### config.mk
export PLATFORM = sky130hd
export DESIGN_NAME = mem_stream_reader_flat
export DESIGN_NICKNAME = d
export VERILOG_FILES = /design/src/rtl/nn_mem_pkg.sv /design/src/rtl/mem_stream_reader_if.sv /design/src/rtl/mem_stream_reader_skid_fifo.sv /design/src/rtl/mem_stream_reader.sv /design/src/flat_wrapper.sv
export SDC_FILE = /design/constraint.sdc
export NUM_CORES = 1
export LEC_CHECK = 0
export ABC_AREA = 1
export CAP_MARGIN = 10
export CORE_MARGIN = 1
export CORE_UTILIZATION = 60
export CTS_CLUSTER_DIAMETER = 40
export DETAILED_ROUTE_END_ITERATION = 10
export DONT_BUFFER_PORTS = 1
export GPL_TIMING_DRIVEN = 1
export PLACE_DENSITY = 0.88
export SETUP_SLACK_MARGIN = 0.4
export SLEW_MARGIN = 20
export SYNTH_ARGS = -nofsm -noshare
export SYNTH_HDL_FRONTEND = slang
export SYNTH_HIERARCHICAL = 1
export SYNTH_SLANG_ARGS = --single-unit
### constraint.sdc
create_clock -name clk -period 2.95 [get_ports clk]
set_clock_uncertainty 0.05 [all_clocks]
set_input_delay 0.295 -clock clk [delete_from_list [all_inputs] [get_ports clk]]
set_output_delay 0.295 -clock clk [all_outputs]
set_load 0.05 [all_outputs]
### src/rtl/nn_mem_pkg.sv
`default_nettype none
// ============================================================================
// Module      : nn_mem_pkg
// Description : Shared types and constants for the memory stream reader.
// Revision    : 1.0 - initial release
// ============================================================================
package nn_mem_pkg;

    typedef enum logic [1:0] {
        IDLE  = 2'd0,
        RUN   = 2'd1,
        DRAIN = 2'd2
    } state_t;

    localparam int FIFO_DEPTH = 2;

endpackage
`default_nettype wire

### src/rtl/mem_stream_reader_if.sv
`default_nettype none
// ============================================================================
// Module      : mem_stream_reader_if
// Description : Command, memory read port and output stream of the reader.
// Revision    : 1.0 - initial release
// ============================================================================
interface mem_stream_reader_if #(
    parameter int DEPTH    = 8,
    parameter int BIT_SIZE = 16
);
    logic                start;
    logic [DEPTH-1:0]    base_addr;
    logic [DEPTH-1:0]    stride;
    logic [DEPTH:0]      length;
    logic                busy;
    logic                done;
    logic [DEPTH-1:0]    read_addr;
    logic [BIT_SIZE-1:0] mem_data;
    logic                out_valid;
    logic                out_ready;
    logic [BIT_SIZE-1:0] out_data;
    logic                out_last;

    modport master (
        input  start, base_addr, stride, length, mem_data, out_ready,
        output busy, done, read_addr, out_valid, out_data, out_last
    );

    modport slave (
        output start, base_addr, stride, length, mem_data, out_ready,
        input  busy, done, read_addr, out_valid, out_data, out_last
    );
endinterface
`default_nettype wire

### src/rtl/mem_stream_reader_skid_fifo.sv
`default_nettype none
// ============================================================================
// Module      : stream_skid_fifo
// Description : Two-entry register FIFO; the head register drives the output.
// Revision    : 1.0 - initial release
// ============================================================================
module stream_skid_fifo #(
    parameter int WIDTH = 17
) (
    input  logic             clk,
    input  logic             rst_n,
    input  logic             push,
    input  logic [WIDTH-1:0] push_data,
    input  logic             pop,
    output logic [1:0]       count,
    output logic             head_valid,
    output logic [WIDTH-1:0] head
);
    logic [WIDTH-1:0] r_head;
    logic [WIDTH-1:0] r_tail;
    logic [1:0]       r_count;

    always_ff @(posedge clk or negedge rst_n) begin
        if (!rst_n) begin
            r_head  <= '0;
            r_tail  <= '0;
            r_count <= 2'd0;
        end else begin
            case ({push, pop})
                2'b10: begin
                    if (r_count == 2'd0) r_head <= push_data;
                    else                 r_tail <= push_data;
                    r_count <= r_count + 2'd1;
                end
                2'b01: begin
                    r_head  <= r_tail;
                    r_count <= r_count - 2'd1;
                end
                2'b11: begin
                    // Count is unchanged; the new word lands behind whatever remains
                    if (r_count == 2'd1) begin
                        r_head <= push_data;
                    end else begin
                        r_head <= r_tail;
                        r_tail <= push_data;
                    end
                end
                default: ;
            endcase
        end
    end

    assign count      = r_count;
    assign head_valid = (r_count != 2'd0);
    assign head       = r_head;
endmodule
`default_nettype wire

### src/rtl/mem_stream_reader.sv
`default_nettype none
// ============================================================================
// Module      : mem_stream_reader
// Description : Drains a strided vector from a 1-cycle-latency memory into a
//               valid/ready stream with a 2-entry skid buffer.
// Revision    : 1.0 - initial release
// ============================================================================
module mem_stream_reader
    import nn_mem_pkg::*;
#(
    parameter int DEPTH    = 8,
    parameter int BIT_SIZE = 16
) (
    input  logic               clk,
    input  logic               rst_n,
    mem_stream_reader_if.master bus
);
    localparam logic [1:0]   c_IDLE  = IDLE;
    localparam logic [1:0]   c_RUN   = RUN;
    localparam logic [1:0]   c_DRAIN = DRAIN;
    localparam logic [DEPTH:0] c_ONE = {{DEPTH{1'b0}}, 1'b1};

    logic [1:0]          r_state;
    logic [DEPTH-1:0]    r_addr;
    logic [DEPTH-1:0]    r_stride;
    logic [DEPTH:0]      r_remaining;
    logic [DEPTH-1:0]    r_hold_addr;
    logic                r_inflight;
    logic                r_inflight_last;
    logic                r_done;

    logic [1:0]          w_fifo_count;
    logic                w_head_valid;
    logic [BIT_SIZE:0]   w_head;
    logic                w_pop;
    logic                w_issue;
    logic [2:0]          w_occupancy;

    assign w_pop = w_head_valid & bus.out_ready;

    // Entries held plus the one in flight, net of this cycle's pop, must leave room
    assign w_occupancy = {1'b0, w_fifo_count} + {2'b00, r_inflight} - {2'b00, w_pop};
    assign w_issue     = (r_state == c_RUN) && (w_occupancy < 3'(FIFO_DEPTH));

    always_ff @(posedge clk or negedge rst_n) begin
        if (!rst_n) begin
            r_state         <= c_IDLE;
            r_addr          <= '0;
            r_stride        <= '0;
            r_remaining     <= '0;
            r_hold_addr     <= '0;
            r_inflight      <= 1'b0;
            r_inflight_last <= 1'b0;
            r_done          <= 1'b0;
        end else begin
            r_done     <= 1'b0;
            r_inflight <= w_issue;
            if (w_issue) begin
                r_hold_addr     <= r_addr;
                r_addr          <= r_addr + r_stride;
                r_remaining     <= r_remaining - c_ONE;
                r_inflight_last <= (r_remaining == c_ONE);
            end

            case (r_state)
                c_IDLE: begin
                    if (bus.start) begin
                        if (bus.length != '0) begin
                            r_state     <= c_RUN;
                            r_addr      <= bus.base_addr;
                            r_stride    <= bus.stride;
                            r_remaining <= bus.length;
                        end else begin
                            r_done <= 1'b1;
                        end
                    end
                end
                c_RUN: begin
                    if (w_issue && (r_remaining == c_ONE)) r_state <= c_DRAIN;
                end
                c_DRAIN: begin
                    if (w_pop && w_head[BIT_SIZE]) begin
                        r_state <= c_IDLE;
                        r_done  <= 1'b1;
                    end
                end
                default: r_state <= c_IDLE;
            endcase
        end
    end

    stream_skid_fifo #(
        .WIDTH (BIT_SIZE + 1)
    ) u_fifo (
        .clk        (clk),
        .rst_n      (rst_n),
        .push       (r_inflight),
        .push_data  ({r_inflight_last, bus.mem_data}),
        .pop        (w_pop),
        .count      (w_fifo_count),
        .head_valid (w_head_valid),
        .head       (w_head)
    );

    // Between reads the address is held so the memory sees a stable value
    assign bus.read_addr = w_issue ? r_addr : r_hold_addr;
    assign bus.busy      = (r_state != c_IDLE);
    assign bus.done      = r_done;
    assign bus.out_valid = w_head_valid;
    assign bus.out_data  = w_head[BIT_SIZE-1:0];
    assign bus.out_last  = w_head_valid & w_head[BIT_SIZE];
endmodule
`default_nettype wire
### src/flat_wrapper.sv
// flat-port wrapper written by rule: the top's interface ports become plain ports
module mem_stream_reader_flat import nn_mem_pkg::*;
#(
    parameter int DEPTH    = 8,
    parameter int BIT_SIZE = 16
)
  (clk, rst_n, bus_start, bus_base_addr, bus_stride, bus_length, bus_mem_data, bus_out_ready, bus_busy, bus_done, bus_read_addr, bus_out_valid, bus_out_data, bus_out_last);
  mem_stream_reader_if #(.DEPTH(DEPTH), .BIT_SIZE(BIT_SIZE)) bus_i ();
  input  logic clk;
  input  logic rst_n;
  input wire logic [$bits(bus_i.start)-1:0] bus_start;
  input wire logic [$bits(bus_i.base_addr)-1:0] bus_base_addr;
  input wire logic [$bits(bus_i.stride)-1:0] bus_stride;
  input wire logic [$bits(bus_i.length)-1:0] bus_length;
  input wire logic [$bits(bus_i.mem_data)-1:0] bus_mem_data;
  input wire logic [$bits(bus_i.out_ready)-1:0] bus_out_ready;
  output wire logic [$bits(bus_i.busy)-1:0] bus_busy;
  output wire logic [$bits(bus_i.done)-1:0] bus_done;
  output wire logic [$bits(bus_i.read_addr)-1:0] bus_read_addr;
  output wire logic [$bits(bus_i.out_valid)-1:0] bus_out_valid;
  output wire logic [$bits(bus_i.out_data)-1:0] bus_out_data;
  output wire logic [$bits(bus_i.out_last)-1:0] bus_out_last;
  assign bus_i.start = bus_start;
  assign bus_i.base_addr = bus_base_addr;
  assign bus_i.stride = bus_stride;
  assign bus_i.length = bus_length;
  assign bus_i.mem_data = bus_mem_data;
  assign bus_i.out_ready = bus_out_ready;
  assign bus_busy = bus_i.busy;
  assign bus_done = bus_i.done;
  assign bus_read_addr = bus_i.read_addr;
  assign bus_out_valid = bus_i.out_valid;
  assign bus_out_data = bus_i.out_data;
  assign bus_out_last = bus_i.out_last;
  mem_stream_reader #(.DEPTH(DEPTH), .BIT_SIZE(BIT_SIZE)) u_core (.clk(clk), .rst_n(rst_n), .bus(bus_i));
endmodule
* Word-level counts from Yosys, hierarchy flattened
Cells that the tools add are included.
Word-level totals: register bits after elaboration 74, latch bits 0, bits in writable memories 0, memory bits (read-only) 0, input port bits 45, word-level logic and storage cells 74, memories 0
Operators by class: $add $sub $neg 6, multiply operators 0, div/mod/pow operators 0, order comparisons 1, eq/ne operators 14, shifts and indexed selects 0, muxes and demuxes 25, bitwise operators 2, reductions and logical operators 15
Operators with widths (count):
- two-way mux 17 bit | 4
- case mux 17 bit (3 select lines) | 1
- two-way mux 8 bit | 5
- two-way mux 9 bit | 4
- case mux 17 bit (2 select lines) | 1
- inequality test 2 bit, second input constant | 5
- equality test 9 x 1 -> 1 bit, second input constant | 1
- nonzero test 9 bit | 1
- subtractor 9 x 1 -> 9 bit, second input constant | 1
- adder 8 bit | 1
- two-way mux 2 bit | 4
- nonzero test 2 bit | 4
- equality test 2 x 1 -> 1 bit, second input constant | 3
- equality test 2 bit, second input constant | 3
- case mux 2 bit (3 select lines) | 1
- AND reduction 3 bit | 2
- zero test 2 bit | 2
- inequality test 2 x 1 -> 1 bit, second input constant | 2
- case mux 2 bit (2 select lines) | 1
- AND reduction 4 bit | 1
- adder 2 x 1 -> 3 bit | 1
- logical AND 1 bit | 3
- less-than comparator 3 x 2 -> 1 bit, second input constant | 1
- two-way mux 1 bit | 3
- other kinds (7) | 8

* Longest topological paths before layout
Gate-level depths: netlist of run 1.
depth in word-level cells 9, gate-level depth with buffers 17, gate-level depth less buffers 17

* Cells and area by module
Netlist of run 1, hierarchy kept.
Modules (own cells, without submodules):
- mem_stream_reader | instances 1, cells each 308, area each 2250.9 um2
- stream_skid_fifo | instances 1, cells each 229, area each 1800.5 um2

* Least setup slack after synthesis of run 1
OpenSTA, ideal clock, no wires.
path kind reg-to-output, start reg u_core.u_fifo.r_count[1] (netlist: u_core/u_fifo/count[1]), end out bus_read_addr[1], data arrival time 3.517 ns, data required time 2.605 ns, slack -0.912 ns, stages on the path, launching flop included 13, path buffers 1, cell sequence dfrtp_1 inv_1 ha_1 inv_1 nand2_1 nor2_1 o21ai_0 fa_1 inv_1 nor2_2 nand2_2 clkbuf_1 o21ai_0
Between the ends: longest elaborated chain between the ends 6, elaborated cells between the ends (all ways) 7, classes of those cells add/sub (2); order compare (1); mux (1); bitwise (1); reduce/logical (2)
RTL lines:
- start, declared | line mem_stream_reader_skid_fifo.sv:21 | logic [1:0] r_count;
- start signal, assigned | line mem_stream_reader_skid_fifo.sv:33 | r_count <= r_count + 2'd1;
- start signal, assigned | line mem_stream_reader_skid_fifo.sv:37 | r_count <= r_count - 2'd1;
- nonzero test 2 bit | line mem_stream_reader_skid_fifo.sv:54 | assign head_valid = (r_count != 2'd0);
- via bus_out_valid | line flat_wrapper.sv:20 | output wire logic [$bits(bus_i.out_valid)-1:0] bus_out_valid;
- bitwise AND 1 bit | line mem_stream_reader.sv:39 | assign w_pop = w_head_valid & bus.out_ready;
- subtractor 3 x 1 -> 3 bit | line mem_stream_reader.sv:42 | assign w_occupancy = {1'b0, w_fifo_count} + {2'b00, r_inflight} - {2'b00, w_pop};
- less-than comparator 3 x 2 -> 1 bit | line mem_stream_reader.sv:43 | assign w_issue = (r_state == c_RUN) && (w_occupancy < 3'(FIFO_DEPTH));
- logical AND 1 bit | line mem_stream_reader.sv:43
- two-way mux 8 bit
- end, declared | line flat_wrapper.sv:19 | output wire logic [$bits(bus_i.read_addr)-1:0] bus_read_addr;
The timed path passes the listed nets, and every way through them passes these cells.

* Worst setup path after layout of run 1
start reg u_core.u_fifo.r_count[1] (netlist: u_core/u_fifo/count[1]), end out bus_read_addr[7]
Between the ends: longest elaborated chain between the ends 6, elaborated cells between the ends (all ways) 7, classes of those cells add/sub (2); order compare (1); mux (1); bitwise (1); reduce/logical (2)
RTL lines:
- nonzero test 2 bit | line mem_stream_reader_skid_fifo.sv:54
- bitwise AND 1 bit | line mem_stream_reader.sv:39
- via u_core.w_pop | line mem_stream_reader.sv:35 | logic w_pop;
- subtractor 3 x 1 -> 3 bit | line mem_stream_reader.sv:42
- less-than comparator 3 x 2 -> 1 bit | line mem_stream_reader.sv:43
- logical AND 1 bit | line mem_stream_reader.sv:43
- two-way mux 8 bit
The timed path passes the listed nets, and every way through them passes these cells.

==> reports/qor.csv, run 1 <==
metric;value;unit
final worst slack;-208;ps
clk_lat worst skew;350;ps
Total GRT Usage;0.290;
startpoint types;register;
ANT cells;0;
DRT Wirelength;10300;um
Chip Height;84.2;um
Cell Area, Synth;4050;um^2
f_max;317;MHz
Post-DP HPWL;5860;um
Tcrit/Tclk final;1.07;
WL per Instance;15.8;um
via count;3630;
Fillers;410;
CTS sink cnt;74;
routed wl met2;5320;um
synthesized flop and latch total;74;
Worst-path clk slew;80;ps
H-tree Lvls;3;
Final Max Tran Viols;0;
first-pass iteration count of the detailed router;8;
Avg Cell Area, Syn;7.54;um^2
highest routed metal layer;met4;
kind of end point of the critical path;output pin;
Vias/cell;5.59;
Yosys cell types;29;
die width;84.2;um
Final Hold Vio Count;0;
post-route cell area;4990;um^2
layout cells sized above 1;0.189;
M1 WL;3980;um
Reg area;1850;um^2
Max FO, Critical Path;7;
DP Area;4240;um^2
clock tree root driver cell;clkbuf_8;
first-pass GRT wire length;16100;um
Final nets;629;
Slew HR;0.655;
area of the multi-input gates;2150;um^2
Place WS;66.3;ps
initial antenna violation count;0;
Seq/Total Area, Yosys;0.457;
Synth Instances;537;
Max clock buf depth;2;
TNS Setup;-1320;ps
Initial Util;0.631;
net count after synthesis;599;
Detail Route Antenna Nets;0;
number of global-route vias before repair;3424;
routability cong.;0.848;
synthesis warning total;6;
Max Cap Viol;0;
WP data required;2610;ps
Starting DRT DRC Count;247;
total die area;7080;um^2
DRC violations left;14;
I/O pin count;73;
post-layout min period;3160;ps
Worst Tran Pin Value;515;ps
synthesis-to-layout area growth;23.1;%
Core Region;6420;um^2
port bufs;0;
Setup-failing EPs final;9;
GRT Residual Overflow;0;
worst path arrival time;2810;ps
largest net degree at the start of global routing;75;
RSZ-0062 raised after global routing;true;
CTS tree;yes;
Cell Rows;29;
failing checks;design-rule violations, negative setup slack;
TritonCTS Buffers;9;
Hold WC Path Type;primary input to register;
routed wl met3;695;um
CP Class;register to output pin;
outcome;finished, violations left;
-- metrics by stage --
step                hold WS (ps)  instances   util
floorplan                  -50.6        537      -
global placement           -49.1        604  0.659
detailed placement         -49.3        604  0.659
CTS                       0.0588        641  0.756
global route                3.23        649  0.777
finish                      9.98        649  0.777
-- final cells by class --
cell class,instances,share of cell area
sequential,74,0.372
clock inverter,6,0.0228
tap,77,0.0193
inverter,53,0.0436
multi-input combinational,394,0.431
clock buffer,10,0.0276
timing repair buffer,35,0.0843
-- Yosys cell counts --
cell,count,share of area
a21o_1,1,0.0019
xor2_1,3,0.0065
nand4_1,2,0.0031
buf_2,4,0.0049
nand2_1,236,0.22
buf_6,5,0.014
fa_1,2,0.0099
buf_4,4,0.0074
o21ai_2,1,0.0022
xnor2_1,5,0.011
nor3_1,2,0.0025
nor2_2,3,0.0046
nand3_1,63,0.078
a21oi_1,6,0.0074
dfrtp_1,74,0.46
clkbuf_1,3,0.0028
o21ai_0,17,0.021
ha_1,15,0.046
inv_1,48,0.044
inv_2,4,0.0037
o21a_1,1,0.0019
nor2_1,24,0.022
nand2_4,3,0.0083
or2_2,2,0.0031
inv_4,1,0.0015
nand3b_1,1,0.0019
nand2_2,4,0.0062
a32o_1,1,0.0025
nor2_4,2,0.0056
-- flip-flops by register name (all words and copies together), names as in the netlist --
| register | flops |
|---|---|
| u_core/u_fifo/head | 17 |
| u_core/r_addr | 8 |
| u_core/r_hold_addr | 8 |
| u_core/r_stride | 8 |
| u_core/u_fifo/count | 2 |
| u_core/r_remaining | 9 |
| u_core/r_inflight | 1 |
| u_core/r_state | 2 |
| u_core/u_fifo/r_tail | 17 |
| u_core/bus.done | 1 |
| u_core/r_inflight_last | 1 |
-- critical path, stage by stage (launching register included) --
cell and delay (ps):
dfrtp_2 430, inv_4 70, ha_4 140, clkinvlp_4 90
nand2_2 90, inv_2 50, nor2_2 110, o21ai_2 90
fa_1 570, inv_2 60, nor2_4 110, nand2_4 100
buf_12 160, o21ai_4 370
-- placed cells by master, fill, tap and decap left out, types with 2 or more instances in the layout --
master         netlist  routed
buf_16               0       3
nor2_4               2       4
nor2_2               3       3
bufinv_16            0       3
dlygate4sd3_1        0      10
fa_1                 2       2
nand4_1              2       2
o21ai_0             17       4
or2_2                2       2
o21ai_2              1       2
nor2_1              24      22
buf_4                4      13
ha_1                15      14
dfrtp_1             74      72
xnor2_1              5       4
nand2_2              4      13
clkinvlp_4           0       3
nand3_2              0       8
buf_12               0       4
nand3_1             63      55
o21ai_1              0       4
clkbuf_8             0      10
inv_2                4       8
a21oi_1              6       5
xor2_1               3       3
nand2_4              3       9
nand2_1            236     220
inv_1               48      42
o21ai_4              0       8
dfrtp_2              0       2
buf_6                5       4
-- layer usage --
layer	GRT usage	vias to the layer above
met1	0.363	1730
li1	-	1727
met2	0.490	150
met4	0.133	0
met3	0.0551	23
met5	0	-
-- cell families (layout without fill, tap and decap cells) --
kind of cell	after synthesis	after routing	share of synthesized area
adders and majority gates	17	17	0.0562
DFF	74	74	0.457
buffers and inverters	69	104	0.0788
AOI/OAI and AO/OA	27	27	0.0368
and+or+nand+nor	342	342	0.354
xor gates and xnor gates	8	8	0.0173
-- path summary, 6_finish.rpt --
path	cells past startpoint	to	slack [ps]	startpoint
worst max-delay path	13	bus_read_addr[7]	-210	u_core/u_fifo/count[1]
worst min-delay path	2	u_core/r_remaining[1]	10	bus_length[1]
worst max register to register	21	u_core/r_remaining[4]	-10	u_core/u_fifo/count[1]
worst min register to register	2	u_core/u_fifo/r_tail[0]	430	u_core/u_fifo/r_tail[0]
max in group asynchronous	2	u_core/u_fifo/count[0]	2110	rst_n
min in group asynchronous	2	u_core/u_fifo/head[2]	470	rst_n
-- what timing repair did --
item                       CTS  global route
gates cloned                 2             0
pin swaps                   17            13
hold endpoints to repair    83             0
setup endpoints to repair   34            52
resized for setup           34            23
hold buffers                11             0
buffers inserted             8             8
Power of run 1 is left out: the tool's default activity adds up to more than one toggle a clock period on the data nets, which glitch-free logic cannot reach.
==> run 2, diff against run 1 <==
- ABC_AREA: 1 -> not set
- CELL_PAD_IN_SITES_DETAIL_PLACEMENT: not set -> 1
- CELL_PAD_IN_SITES_GLOBAL_PLACEMENT: not set -> 2
- CORE_MARGIN: 1 -> not set
- CORE_UTILIZATION: 60 -> 39
- PLACE_DENSITY: 0.88 -> 0.91
==> run 2 against run 1 <==
Compared with the run above:
- the flow now finishes without violations
- routed wire length grew 0.82%
- critical path type unchanged
- die area up 42%
- register-to-register slack improved by 90 ps
- hold slack improved by 4.3 ps
- global-route usage is 8.1 points lower
- synthesized cell count decreased by 28%
- highest routed layer unchanged
- count of clock-buffer cells in the layout decreased by 1
- fmax is 8.9% higher
- first-iteration DRC count decreased by 72%
==> reports/qor.csv, run 2 <==
metric;value;unit;change
Final nets;488;;was 629
CP Class;register to output pin;;unchanged
utilization of the core after routing;0.527;;was 0.777
Final Hold Vio Count;0;;unchanged
synthesis warning total;6;;unchanged
crit path cell chain;inv_2, ha_4, clkinvlp_4, nand2_4, xnor2_2, nand2_1, fa_2, xnor2_2, nand3_2, buf_12, inv_12, nand2_2, nand2_4;;was inv_4, ha_4, clkinvlp_4, nand2_2, inv_2, nor2_2, o21ai_2, fa_1, inv_2, nor2_4, nand2_4, buf_12, o21ai_4
Chip Height;100;um;was 84.2 um
initial antenna violation count;0;;unchanged
Synth Instances;388;;was 537
Post-synth ARST share;1.00;;unchanged
Slew HR;0.567;;was 0.655
leading area contributor after synthesis;dfrtp_1;;unchanged
Cell Rows;35;;was 29
I/O pin count;73;;unchanged
Initial Util;0.406;;was 0.631
Worst-path clk slew;80;ps;about the same
post-route cell area;4890;um^2;was 4990 um^2
Critical Path Max Stage Delay;410;ps;was 570 ps
Max Cap Viol;0;;unchanged
Post-synth EDFFs;0;;unchanged
via count;3049;;was 3630
CP Buf/Inv Count;4;;was 5
GRT Residual Overflow;0;;unchanged
most common cell after layout, fill and taps aside;dfrtp_1;;was nand2_1
Fillers;1036;;was 410
startpoint types;register;;unchanged
WP data required;2610;ps;about the same
commonest cells in the netlist;dfrtp_1 (74), nand2_1 (67), o21ai_0 (54);;was nand2_1 (236), dfrtp_1 (74), nand3_1 (63)
outcome;finished clean;;was finished, violations left
H-tree Lvls;3;;unchanged
Yosys cell types;42;;was 29
number of global-route vias before repair;3216;;was 3424
die width;100;um;was 84.2 um
TritonCTS Buffers;9;;unchanged
net count after synthesis;450;;was 599
clock tree root driver cell;clkbuf_8;;unchanged
Max FO, Critical Path;13;;was 7
Hold WC Path Type;primary input to register;;unchanged
port bufs;0;;unchanged
DRT Wirelength;10400;um;was 10300 um
kind of end point of the critical path;output pin;;unchanged
Yosys top cell area share;0.491;;was 0.457
worst-path cell with the longest stage delay;dfrtp_2;;was fa_1
Most used DFF post-synth;dfrtp_1;;unchanged
total die area;10100;um^2;was 7080 um^2
most frequent cell after synthesis;dfrtp_1;;was nand2_1
Worst Tran Pin Value;647;ps;was 515 ps
Core Region;9280;um^2;was 6420 um^2
CTS sink cnt;74;;unchanged
Detail Route Antenna Nets;0;;unchanged
Worst path top cell family by delay;simple AND/OR/NAND/NOR gates;;was adder cells
Total GRT Usage;0.209;;was 0.290
Post-DP HPWL;6350;um;was 5860 um
Avg Cell Area, Syn;9.72;um^2;was 7.54 um^2
synthesized flop and latch total;74;;unchanged
Tcrit/Tclk final;0.983;;was 1.07
dominant cells by area after synthesis;dfrtp_1 (49%), o21ai_0 (7.2%), nand2_1 (6.7%), ha_1 (5.0%), mux2_4 (4.0%);;was dfrtp_1 (46%), nand2_1 (22%), nand3_1 (7.8%), ha_1 (4.6%), inv_1 (4.4%)
Vias/cell;5.45;;was 5.59
post-layout min period;2900;ps;was 3160 ps
Setup-failing EPs final;0;;was 9
Cell Area, Synth;3770;um^2;was 4050 um^2
DRC violations left;0;;was 14
final worst slack;49.7;ps;was -208 ps
Place WS;120;ps;was 66.3 ps
ANT cells;0;;unchanged
f_max;345;MHz;was 317 MHz
most frequent cells in the layout;dfrtp_1 (73), o21ai_0 (44), nand2_1 (43);;was nand2_1 (220), dfrtp_1 (72), nand3_1 (55)
Starting DRT DRC Count;70;;was 247
Seq/Total Area, Yosys;0.491;;was 0.457
DP Area;4110;um^2;was 4240 um^2
RSZ-0062 raised after global routing;true;;unchanged
CTS tree;yes;;unchanged
clk_lat worst skew;350;ps;about the same
first-pass iteration count of the detailed router;4;;was 8
layout cells sized above 1;0.284;;was 0.189
worst path arrival time;2560;ps;was 2810 ps
routability cong.;0.768;;was 0.848
Final Max Tran Viols;0;;unchanged
WL per Instance;18.5;um;was 15.8 um
synthesis-to-layout area growth;29.7;%;was 23.1%
first-pass GRT wire length;16400;um;was 16100 um
Max clock buf depth;2;;unchanged
largest net degree at the start of global routing;75;;unchanged
==> run 2: cell count changes in the layout (fill, tap and decap cells not counted), moves of 15 or more <==
| cell | change |
|---|---|
| nand2_1 | -177 |
| nand3_1 | -50 |
| o21ai_0 | +40 |
| inv_1 | -32 |
| a31oi_1 | +20 |
| a21oi_1 | +15 |
==> run 2: per-stage QoR <==
| step | std cells | hold WS [ps] | setup TNS (ps) |
|---|---|---|---|
| final | 559 | 14.3 | 0 |
| after global routing | 559 | 4.25 | -351 |
| after CTS | 547 | 1.66 | 0 |
| after detailed placement | 503 | -48.8 | 0 |
| after global placement | 503 | -49.0 | 0 |
| after floorplan | 388 | -50.6 | 0 |
==> run 2: timing repair <==
action	4_1_cts	5_1_grt
endpoints found under the setup margin	39	60
gates cloned	1	2
setup buffers	14	8
resized for setup	14	38
pin swaps	11	11
hold buffers	14	2
hold endpoints to repair	86	2
==> run 2: per-layer routing <==
layer | up-vias | part of all wire | GRT usage
met3 | 14 | 0.053 | 0.0564
met4 | 0 | 0.014 | 0.0580
met2 | 75 | 0.52 | 0.367
met5 | - | 0 | 0
met1 | 1539 | 0.41 | 0.250
li1 | 1421 | - | -
==> run 2: final cells by class <==
class                      instances  area [um^2]  area share
multi-input combinational        279         2130       0.436
sequential                        74         1850       0.379
timing repair buffer              48          490       0.100
tap                              129          161      0.0330
clock buffer                       9          124      0.0253
inverter                          14         68.8      0.0141
clock inverter                     6         58.8      0.0120
==> run 2: worst paths after layout <==
| path | from | endpoint | slack, ps | cells after the start |
|---|---|---|---|---|
| setup / recovery | u_core/u_fifo/count[0] | bus_read_addr[7] | 50 | 13 |
| hold / removal | bus_mem_data[5] | u_core/u_fifo/r_tail[5] | 10 | 1 |
| setup reg to reg | u_core/u_fifo/count[0] | u_core/r_remaining[7] | 80 | 14 |
| hold reg to reg | u_core/r_state[0] | u_core/bus.done | 440 | 1 |
| max in group asynchronous | rst_n | u_core/u_fifo/count[0] | 2050 | 2 |
| min in group asynchronous | rst_n | u_core/u_fifo/r_tail[12] | 450 | 2 |
==> run 2: cells by family (layout without fill, tap and decap cells) <==
kind of cell,Yosys count,after routing,synth area share
fa+ha+maj,17,17,0.0604
simple gates,118,118,0.148
flops,74,74,0.491
buf+inv,36,77,0.0428
xor+xnor,15,15,0.0348
mux,17,17,0.0607
compound gates,111,112,0.163
Power of run 2 is left out for the same reason.
==> run 3, diff against run 2 <==
- CAP_MARGIN: 10 -> not set
==> results of run 3 <==
No change in the layout: final DEF, timing and power equal those of run 2.
Power of run 3 is left out for the same reason.
